==> config.mk <==
export PLATFORM = sky130hd
export DESIGN_NAME = uart_rx_ctrl
export DESIGN_NICKNAME = d
export VERILOG_FILES = /design/src/rtl/uart_pkg.sv /design/src/rtl/uart_rx_fifo.sv /design/src/rtl/uart_rx_ctrl.sv
export SDC_FILE = /design/constraint.sdc
export NUM_CORES = 1
export LEC_CHECK = 0
export CAP_MARGIN = 10
export CORE_MARGIN = 10
export CORE_UTILIZATION = 55
export DETAILED_ROUTE_END_ITERATION = 10
export GPL_TIMING_DRIVEN = 1
export PLACE_DENSITY = 0.74
export SLEW_MARGIN = 20
export SYNTH_ARGS = -nofsm -noshare
export SYNTH_HDL_FRONTEND = slang
export SYNTH_SLANG_ARGS = --single-unit
export TNS_END_PERCENT = 30
==> constraint.sdc <==
create_clock -name clk -period 4.7 [get_ports clk]
set_input_delay 0.47 -clock clk [delete_from_list [all_inputs] [get_ports clk]]
set_output_delay 0.47 -clock clk [all_outputs]
set_load 0.01 [all_outputs]
==> src/rtl/uart_pkg.sv <==
// Shared types and helpers for the 16550 receive path.
package uart_pkg;

  typedef struct packed {
    logic       bi;
    logic       fe;
    logic       pe;
    logic [7:0] data;
  } rx_entry_t;

  localparam int LSR_DR       = 0;
  localparam int LSR_OE       = 1;
  localparam int LSR_PE       = 2;
  localparam int LSR_FE       = 3;
  localparam int LSR_BI       = 4;
  localparam int LSR_FIFO_ERR = 7;

  // FCR[7:6] receive trigger level in entries.
  function automatic logic [3:0] trig_decode(input logic [1:0] lvl);
    logic [3:0] n;
    case (lvl)
      2'b00:   n = 4'd1;
      2'b01:   n = 4'd4;
      2'b10:   n = 4'd8;
      default: n = 4'd14;
    endcase
    return n;
  endfunction

endpackage

==> src/rtl/uart_rx_fifo.sv <==
// Receive FIFO: first-word-fall-through storage of {bi, fe, pe, data} with
// occupancy and a running count of errored entries.
module uart_rx_fifo
  import uart_pkg::*;
#(
  parameter int DEPTH = 16,
  parameter int CW    = $clog2(DEPTH) + 1
) (
  input  logic          clk,
  input  logic          rst,
  input  logic          fifo_en,
  input  logic          clr,
  input  logic          push,
  input  logic [10:0]   din,
  input  logic          pop,
  output logic [10:0]   head,
  output logic [CW-1:0] count,
  output logic          err_nz,
  output logic          overrun
);

  localparam int AW = $clog2(DEPTH);

  rx_entry_t         mem_q [DEPTH];
  rx_entry_t         din_s;
  rx_entry_t         rd_entry_s;
  logic [AW-1:0]     wr_ptr_q, wr_ptr_d, rd_ptr_q, rd_ptr_d;
  logic [CW-1:0]     count_q, count_d, err_q, err_d, eff_depth_s;
  logic              pop_ok_s, push_ok_s, wr_en_s, push_err_s, pop_err_s;

  // Next-state pointer, occupancy and error-count logic.
  always_comb begin
    din_s       = rx_entry_t'(din);
    rd_entry_s  = mem_q[rd_ptr_q];
    eff_depth_s = fifo_en ? CW'(DEPTH) : CW'(1);
    pop_ok_s    = pop && (count_q != '0);
    // A pop in the same cycle frees the slot a full-FIFO push needs.
    push_ok_s   = push && ((count_q < eff_depth_s) || pop_ok_s);
    push_err_s  = push_ok_s && (din_s.bi || din_s.fe || din_s.pe);
    pop_err_s   = pop_ok_s && (rd_entry_s.bi || rd_entry_s.fe || rd_entry_s.pe);
    wr_ptr_d    = wr_ptr_q;
    rd_ptr_d    = rd_ptr_q;
    count_d     = count_q;
    err_d       = err_q;
    wr_en_s     = 1'b0;
    overrun     = 1'b0;
    if (clr) begin
      wr_ptr_d = '0;
      rd_ptr_d = '0;
      count_d  = '0;
      err_d    = '0;
    end else begin
      overrun  = push && !push_ok_s;
      wr_en_s  = push_ok_s;
      wr_ptr_d = push_ok_s ? wr_ptr_q + AW'(1) : wr_ptr_q;
      rd_ptr_d = pop_ok_s ? rd_ptr_q + AW'(1) : rd_ptr_q;
      count_d  = count_q + CW'(push_ok_s) - CW'(pop_ok_s);
      err_d    = err_q + CW'(push_err_s) - CW'(pop_err_s);
    end
    head   = (count_q != '0) ? rd_entry_s : '0;
    count  = count_q;
    err_nz = (err_q != '0);
  end

  // Storage and pointer registers.
  always_ff @(posedge clk or negedge rst) begin
    if (!rst) begin
      wr_ptr_q <= '0;
      rd_ptr_q <= '0;
      count_q  <= '0;
      err_q    <= '0;
      for (int i = 0; i < DEPTH; i++) begin
        mem_q[i] <= '0;
      end
    end else begin
      wr_ptr_q <= wr_ptr_d;
      rd_ptr_q <= rd_ptr_d;
      count_q  <= count_d;
      err_q    <= err_d;
      if (wr_en_s) begin
        mem_q[wr_ptr_q] <= din_s;
      end
    end
  end

endmodule

==> src/rtl/uart_rx_ctrl.sv <==
// Receive-side controller: baud generator, receive FIFO wrapper, line status,
// character timeout and receive interrupts.
module uart_rx_ctrl
  import uart_pkg::*;
#(
  parameter int FIFO_DEPTH = 16,
  parameter int DIV_W      = 16
) (
  input  logic             clk,
  input  logic             rst,
  input  logic [DIV_W-1:0] divisor,
  input  logic             fifo_en,
  input  logic             fifo_clr,
  input  logic [1:0]       trig_lvl,
  input  logic [1:0]       wls,
  input  logic             pen,
  input  logic             stb,
  input  logic             rx_push,
  input  logic [7:0]       rx_data,
  input  logic             rx_pe,
  input  logic             rx_fe,
  input  logic             rx_bi,
  input  logic             rd_en,
  input  logic             lsr_rd,
  output logic             baud_pulse,
  output logic [7:0]       rd_data,
  output logic             dr,
  output logic             oe,
  output logic             pe,
  output logic             fe,
  output logic             bi,
  output logic             fifo_err,
  output logic             rda_int,
  output logic             cti_int,
  output logic             rls_int
);

  localparam int CW = $clog2(FIFO_DEPTH) + 1;

  logic [DIV_W-1:0] baud_cnt_q, baud_cnt_d;
  logic             baud_pulse_q, baud_pulse_d;
  logic             fifo_en_q;
  logic             oe_q, oe_d;
  logic [9:0]       tmo_q, tmo_d, tmo_lim_s;
  logic [3:0]       char_bits_s;
  logic             clr_s, overrun_s, err_nz_s;
  logic [10:0]      head_bits_s;
  rx_entry_t        head_s;
  logic [CW-1:0]    count_s;

  assign clr_s = fifo_clr || (fifo_en != fifo_en_q);

  uart_rx_fifo #(
    .DEPTH(FIFO_DEPTH),
    .CW   (CW)
  ) u_fifo (
    .clk    (clk),
    .rst    (rst),
    .fifo_en(fifo_en),
    .clr    (clr_s),
    .push   (rx_push),
    .din    ({rx_bi, rx_fe, rx_pe, rx_data}),
    .pop    (rd_en),
    .head   (head_bits_s),
    .count  (count_s),
    .err_nz (err_nz_s),
    .overrun(overrun_s)
  );

  // Baud down-counter, sticky overrun and character-timeout next state.
  always_comb begin
    if (divisor == '0) begin
      baud_cnt_d = '0;
    end else if (baud_cnt_q == '0) begin
      baud_cnt_d = divisor - DIV_W'(1);
    end else begin
      baud_cnt_d = baud_cnt_q - DIV_W'(1);
    end
    // Registered so the pulse lines up with the counter sitting at zero.
    baud_pulse_d = (divisor != '0) && (baud_cnt_d == '0);

    if (overrun_s) begin
      oe_d = 1'b1;
    end else if (lsr_rd) begin
      oe_d = 1'b0;
    end else begin
      oe_d = oe_q;
    end

    // Four character times = 64 baud ticks per bit of the frame.
    char_bits_s = 4'd7 + {2'b00, wls} + {3'b000, pen} + {3'b000, stb};
    tmo_lim_s   = {char_bits_s, 6'b000000};
    if (clr_s || rx_push || rd_en || (count_s == '0)) begin
      tmo_d = '0;
    end else if (baud_pulse_q && (tmo_q < tmo_lim_s)) begin
      tmo_d = tmo_q + 10'd1;
    end else begin
      tmo_d = tmo_q;
    end
  end

  // Status and interrupt outputs, all derived from register state.
  always_comb begin
    head_s     = rx_entry_t'(head_bits_s);
    baud_pulse = baud_pulse_q;
    dr         = (count_s != '0);
    rd_data    = head_s.data;
    pe         = head_s.pe;
    fe         = head_s.fe;
    bi         = head_s.bi;
    oe         = oe_q;
    fifo_err   = fifo_en && err_nz_s;
    rda_int    = fifo_en ? (count_s >= CW'(trig_decode(trig_lvl))) : dr;
    cti_int    = fifo_en && dr && (tmo_q >= tmo_lim_s);
    rls_int    = oe_q || (dr && (head_s.pe || head_s.fe || head_s.bi));
  end

  // Controller state registers.
  always_ff @(posedge clk or negedge rst) begin
    if (!rst) begin
      baud_cnt_q   <= '0;
      baud_pulse_q <= 1'b0;
      fifo_en_q    <= 1'b0;
      oe_q         <= 1'b0;
      tmo_q        <= '0;
    end else begin
      baud_cnt_q   <= baud_cnt_d;
      baud_pulse_q <= baud_pulse_d;
      fifo_en_q    <= fifo_en;
      oe_q         <= oe_d;
      tmo_q        <= tmo_d;
    end
  end

endmodule

==> Word-level counts from Yosys, hierarchy flattened <==
Index checks and enable logic that the tools add are counted.
{ "totals": {"elab_cells": 158, "input_bits": 40, "ff_bits": 223, "output_inout_bits": 18} }
{ "classes": {"order_cmp": 7, "mux": 24, "eq_ne": 3, "addsub": 12, "bitwise": 2, "n_reduce_logical": 37} }
{ "op_table": {"columns": ["cell", "count"], "rows": [
  ["bitwise mux 176 bit", 1],
  ["logical NOT 16 bit", 3],
  ["binary-select mux 11 bit (select 4 bit)", 1],
  ["demux 11 bit (select 4 bit)", 1],
  ["two-way mux 11 bit", 4],
  ["two-way mux 16 bit", 2],
  ["subtractor 16 x 1 -> 16 bit (second input constant)", 2],
  ["two-way mux 10 bit", 2],
  ["two-way mux 4 bit", 4],
  ["nonzero test 16 bit", 1],
  ["two-way mux 5 bit", 3],
  ["logical AND 1 bit", 12],
  ["logical OR 1 bit", 12],
  ["case mux 4 bit (3 select lines)", 1],
  ["adder 10 x 1 -> 10 bit (second input constant)", 1],
  ["adder 5 x 1 -> 5 bit", 2],
  [">= comparator 10 bit", 1],
  [">= comparator 5 bit (second input constant)", 2],
  ["< comparator 10 bit", 1],
  ["NOT 4 -> 5 bit", 2],
  ["nonzero test 5 bit", 2],
  ["subtractor 5 x 1 -> 5 bit", 2],
  ["adder 4 x 1 -> 4 bit", 2],
  ["adder 4 x 1 -> 4 bit (second input constant)", 2],
  ["12 further kinds", 19]
]} }

==> Longest topological paths before layout <==
{ "logic_depth": {"word_depth": 9, "depth_mapped": 16, "ltp_nobuf": 15} }

==> Cells and area by module <==
A second synthesis with hierarchy kept.
{ "unflattened": {"cells_unflattened": 894, "area_unflattened_um2": 11622.4} }
{ "by_module_without_submodules": {"columns": ["mod", "cells_per_inst", "instances", "seq_area_each_um2", "area_per_inst_um2"], "rows": [
  ["uart_rx_fifo", 625, 1, 4854.7, 9321.4],
  ["uart_rx_ctrl", 269, 1, 725.7, 2301.0]
]} }

==> Worst setup path before layout <==
No wires, ideal clock.
{ "synth_path": {"path_type": "register -> register", "from": "register u_fifo.rd_ptr_q[0]", "to": "register u_fifo.err_q[4]", "slack_ps": 610, "arrival_time_ps": 4013, "synth_period_minus_slack_ps": 4090, "path_buffers": 2, "required_ps": 4622, "setup_ps": 78, "path_stages_with_launch": 16, "path_cell_list": "dfrtp_1 > buf_2 > clkbuf_1 > mux4_2 > mux4_2 > nand2_1 > inv_1 > o31a_1 > ha_1 > inv_1 > ha_1 > fa_1 > a21oi_1 > nor2_1 > or3_1 > a21oi_1"} }
{ "synth_between": {"elab_chain_len": 9} }
{ "synth_rtl": {"columns": ["item", "line", "text"], "rows": [
  ["start: declaration", "uart_rx_fifo.sv:27", "logic [AW-1:0] wr_ptr_q, wr_ptr_d, rd_ptr_q, rd_ptr_d;"],
  ["start signal: assignment", "uart_rx_fifo.sv:77", "rd_ptr_q <= rd_ptr_d;"],
  ["NOT 4 -> 5 bit (implied by the code) *", "uart_rx_fifo.sv:34", "rd_entry_s = mem_q[rd_ptr_q];"],
  ["binary-select mux 11 bit (select 4 bit) *", "uart_rx_fifo.sv:34", null],
  ["two-way mux 11 bit (implied by the code) * (2 in a row)", "uart_rx_fifo.sv:34", null],
  ["logical OR 1 bit", "uart_rx_fifo.sv:40", "pop_err_s = pop_ok_s && (rd_entry_s.bi || rd_entry_s.fe || rd_entry_s.pe);"],
  ["logical OR 1 bit *", "uart_rx_fifo.sv:40", null],
  ["logical AND 1 bit *", "uart_rx_fifo.sv:40", null],
  ["subtractor 5 x 1 -> 5 bit *", "uart_rx_fifo.sv:58", "err_d = err_q + CW'(push_err_s) - CW'(pop_err_s);"],
  ["two-way mux 5 bit *", "uart_rx_fifo.sv:47", "if (clr) begin"],
  ["named net u_fifo.err_d[4]", "uart_rx_fifo.sv:28", "logic [CW-1:0] count_q, count_d, err_q, err_d, eff_depth_s;"],
  ["end signal: assignment", "uart_rx_fifo.sv:79", "err_q <= err_d;"],
  ["end: declaration", "uart_rx_fifo.sv:28", null]
]} }
Mark *: on every way through the listed nets, which the timed path passes. The rest lies on a longest branch. The select of a mux whose other input is x is not followed.
A chain may end at the register's enable or synchronous reset.

==> Final worst setup path <==
Same ends and word-level chain as after synthesis.

==> impl_metrics.ini <==
[run_status]
status = finished clean

[synth]
synth.avg_cell_area_um2 = 13.3
ys_seq_elements = 223
synth_cell_types = 64
synthCells = 862
ys_warn_count = 0
synth_fp_nets = 940
async_flop_share_pct = 100
ys_seq_area_share_pct = 48.8
synth_top_cell_by_area = dfrtp_1
synth_area_leaders = dfrtp_1 49%, mux2_2 16%, mux4_2 11%
synth-edff-count = 0
synthFlopType = dfrtp_1
synth_top_cell_area_share_pct = 48.8
syn_area_mm2 = 0.0114

[die]
rows = 52
start_util_pct = 56.2
dieHeight_um = 164
fp.coreArea_mm2 = 0.0204
ios = 58
die-area_mm2 = 0.0270
die_x_um = 164

[placed_design]
gp_congestion = 0.863
dp_hpwl_mm = 16.4
port_buffers = 57
placed_area_mm2 = 0.0123

[sta]
min_period_ns = 4.10
finalSetupViolations = 0
relSlewSlack_pct = 38.3
finalClockSkew_ns = 0.0197
period_share_pct = 87.2
fmax_mhz = 244
worst_pin_slew_ns = 0.925
tns_ns = 0
hold_viol_final = 0
whs_ns = 0.0350
slew_viol_final = 0
rsz0062_at_grt = no

[route]
wl_per_cell_um = 20.6
drc = 0
vias = 7146
postRouteAntennaNets = 0
vias_per_cell = 5.97
firstDrtPassIters = 5
first_iter_violations = 419
routed_wl_mm = 24.6

[global_route]
antenna_found_initial = 0
grt_pass1_vias = 7442
grt.overflow.total = 0
grt_max_degree = 123
grt_usage_pct = 18.7
grt_pass1_wl_mm = 40.3

[setup_path]
worstPathArrival_ns = 4.54
critical_path.slowest_cell = dfrtp_4
r2r-end = u_fifo.err_q[4]
worstPathCellList = mux4_2 -> mux4_2 -> nand2_1 -> inv_1 -> o31a_1 -> ha_1 -> inv_1 -> ha_1 -> fa_1 -> a21oi_1 -> nor2_1 -> or3_1 -> a21oi_1
critical_path_class = register to register
critPathLaunch = u_fifo.rd_ptr_q[0]
cp-endpoint = u_fifo.err_q[4]
required_ns = 5.14
rr_worst_depth = 13
cp.depth = 13
crit_family = multiplexers
cpPeakStageDelay_ns = 0.82
reg2reg_slack_ns = 0.60
path_buf_inv = 2
endpoint_kind = register
crit_fanout = 31
r2r_start = u_fifo.rd_ptr_q[0]
crit_path_start_kind = register

[cts]
h-tree-depth = 1
cts_buffers = 24
cts_root_buffer = clkbuf_16
cts_tree = yes
cts_resized = 0
path_clk_slew_ns = 0.06
cts_sinks = 223
ctsHoldBuffers = 0
cts_max_path_buffers = 3
insertion_delay_ns = 0.52
post_cts_buffers = 0

[finish]
final_area_mm2 = 0.0130
final_nets = 988
insertedDiodeCount = 0
area_growth_pct = 14.0
drive_gt1_share_pct = 31.9

[power_and_ir_drop]
p_leak_uw = 0.00595
power_uw = 5930
pwr_density_cell_mw_per_mm2 = 455
ir_drop_uv = 279

[worst_hold_path]
hold_path.class = input pin to async pin

[flow_run]
drv_cap = 0
## cell type report
class                      count  area (µm²)
clock buffer                  38         743
sequential                   223        5590
fill                        1496        7320
inverter                      41         154
tap                          270         338
timing repair buffer          69         678
clock inverter                 5        40.0
multi-input combinational    551        5500
## synthesized netlist by cell type (3+ instances only)
cell,number
dfrtp_1,223
mux2_2,166
mux4_2,55
nor2_1,44
inv_1,40
ha_1,35
a21oi_1,29
nand2_1,26
and2_1,23
clkbuf_1,23
buf_2,22
o21ai_0,14
xor2_1,14
xnor2_1,13
or3_1,11
mux2_1,10
nor3_1,10
a31oi_1,7
nor2b_1,7
nand4_1,5
o21bai_1,5
a211oi_1,4
nand3_1,4
and3_1,3
fa_1,3
mux2i_1,3
nand2b_1,3
nor3b_1,3
nor4_1,3
nor4_2,3
or2_1,3
or2_2,3
## cells in the final DEF, fill, tap and decap left out, types with 3 or more instances in the layout
master | Yosys | final
nand2_1 | 26 | 26
dfrtp_1 | 223 | 221
and3_1 | 3 | 3
xor2_1 | 14 | 14
or3_1 | 11 | 11
nand2b_1 | 3 | 3
fa_1 | 3 | 3
mux2_2 | 166 | 166
clkdlybuf4s50_1 | 0 | 56
o21bai_1 | 5 | 5
xnor2_1 | 13 | 13
clkbuf_1 | 23 | 5
mux2i_1 | 3 | 3
and2_1 | 23 | 23
mux2_1 | 10 | 10
nor2b_1 | 7 | 7
nand4_1 | 5 | 5
ha_1 | 35 | 35
nor2_1 | 44 | 44
buf_4 | 1 | 11
clkinv_2 | 0 | 3
a21oi_1 | 29 | 29
or2_2 | 3 | 3
mux4_2 | 55 | 55
inv_1 | 40 | 40
nor3_1 | 10 | 10
nor4_2 | 3 | 3
a31oi_1 | 7 | 7
a211oi_1 | 4 | 4
nor4_1 | 3 | 3
o21ai_0 | 14 | 14
clkbuf_16 | 0 | 24
or2_1 | 3 | 3
nor3b_1 | 3 | 3
clkbuf_8 | 0 | 9
nand3_1 | 4 | 4
## stage by stage
stage                     std cells  util (%)  setup slack, ns
after detailed placement       1154      60.2            0.606
after global routing           1197      64.0            0.339
after global placement         1154      60.2            0.654
after CTS                      1197      64.0            0.574
after floorplan                 862         -            0.610
final                          1197      64.0            0.601
## worst reg2reg max path, cell delays in order (launching register included)
cell and delay (ns):
dfrtp_4 0.82, mux4_2 0.58, mux4_2 0.50, nand2_1 0.11
inv_1 0.07, o31a_1 0.29, ha_1 0.27, inv_1 0.04
ha_1 0.21, fa_1 0.42, a21oi_1 0.16, nor2_1 0.07
or3_1 0.34, a21oi_1 0.15
## worst min-delay path by stage
stage / from / endpoint / slack (ns) / depth (start not counted)
2_1_floorplan: rst / baud_cnt_q[0] / 0.17 / 0
3_3_place_gp: u_fifo.mem_q[102] / u_fifo.mem_q[102] / 0.47 / 1
3_5_place_dp: u_fifo.mem_q[103] / u_fifo.mem_q[103] / 0.47 / 1
4_1_cts: rst / baud_cnt_q[15] / 0.09 / 1
5_1_grt: rst / baud_cnt_q[6] / 0.11 / 1
6_report: rst / baud_cnt_q[6] / 0.04 / 1
## per-layer routing
metal | vias up | GRT usage (%) | wire, µm
met5 | - | 0 | 0
met4 | 0 | 3.66 | 316
met3 | 24 | 2.88 | 1140
met2 | 160 | 31.7 | 12400
met1 | 3720 | 24.9 | 10800
li1 | 3242 | - | -
## cell families after synthesis
kind of cell               after synthesis  synth area share [%]
xor gates and xnor gates                27                  2.07
adders and majority gates               38                  4.35
buffers and inverters                   88                  3.16
AOI/OAI and AO/OA                       78                  4.40
DFF                                    223                  48.8
and+or+nand+nor                        174                  8.87
muxes                                  234                  28.4
## sequential cells by signal, summed over array words and instances, names as in the netlist
| register | count |
|---|---|
| u_fifo.mem_q | 176 |
| u_fifo.err_q | 5 |
| baud_pulse | 1 |
| baud_cnt_q | 16 |
| oe | 1 |
| u_fifo.count | 5 |
| fifo_en_q | 1 |
| tmo_q | 10 |
| u_fifo.rd_ptr_q | 4 |
| u_fifo.wr_ptr_q | 4 |
## where the power goes
group          leakage [µW]  internal (µW)  total [µW]  switching [µW]
logic               0.00251            875        1780             909
registers           0.00305           2110        2310             197
clock network      0.000389           1080        1840             754
total               0.00595           4070        5930            1860
(Power assumes the default switching activity.)
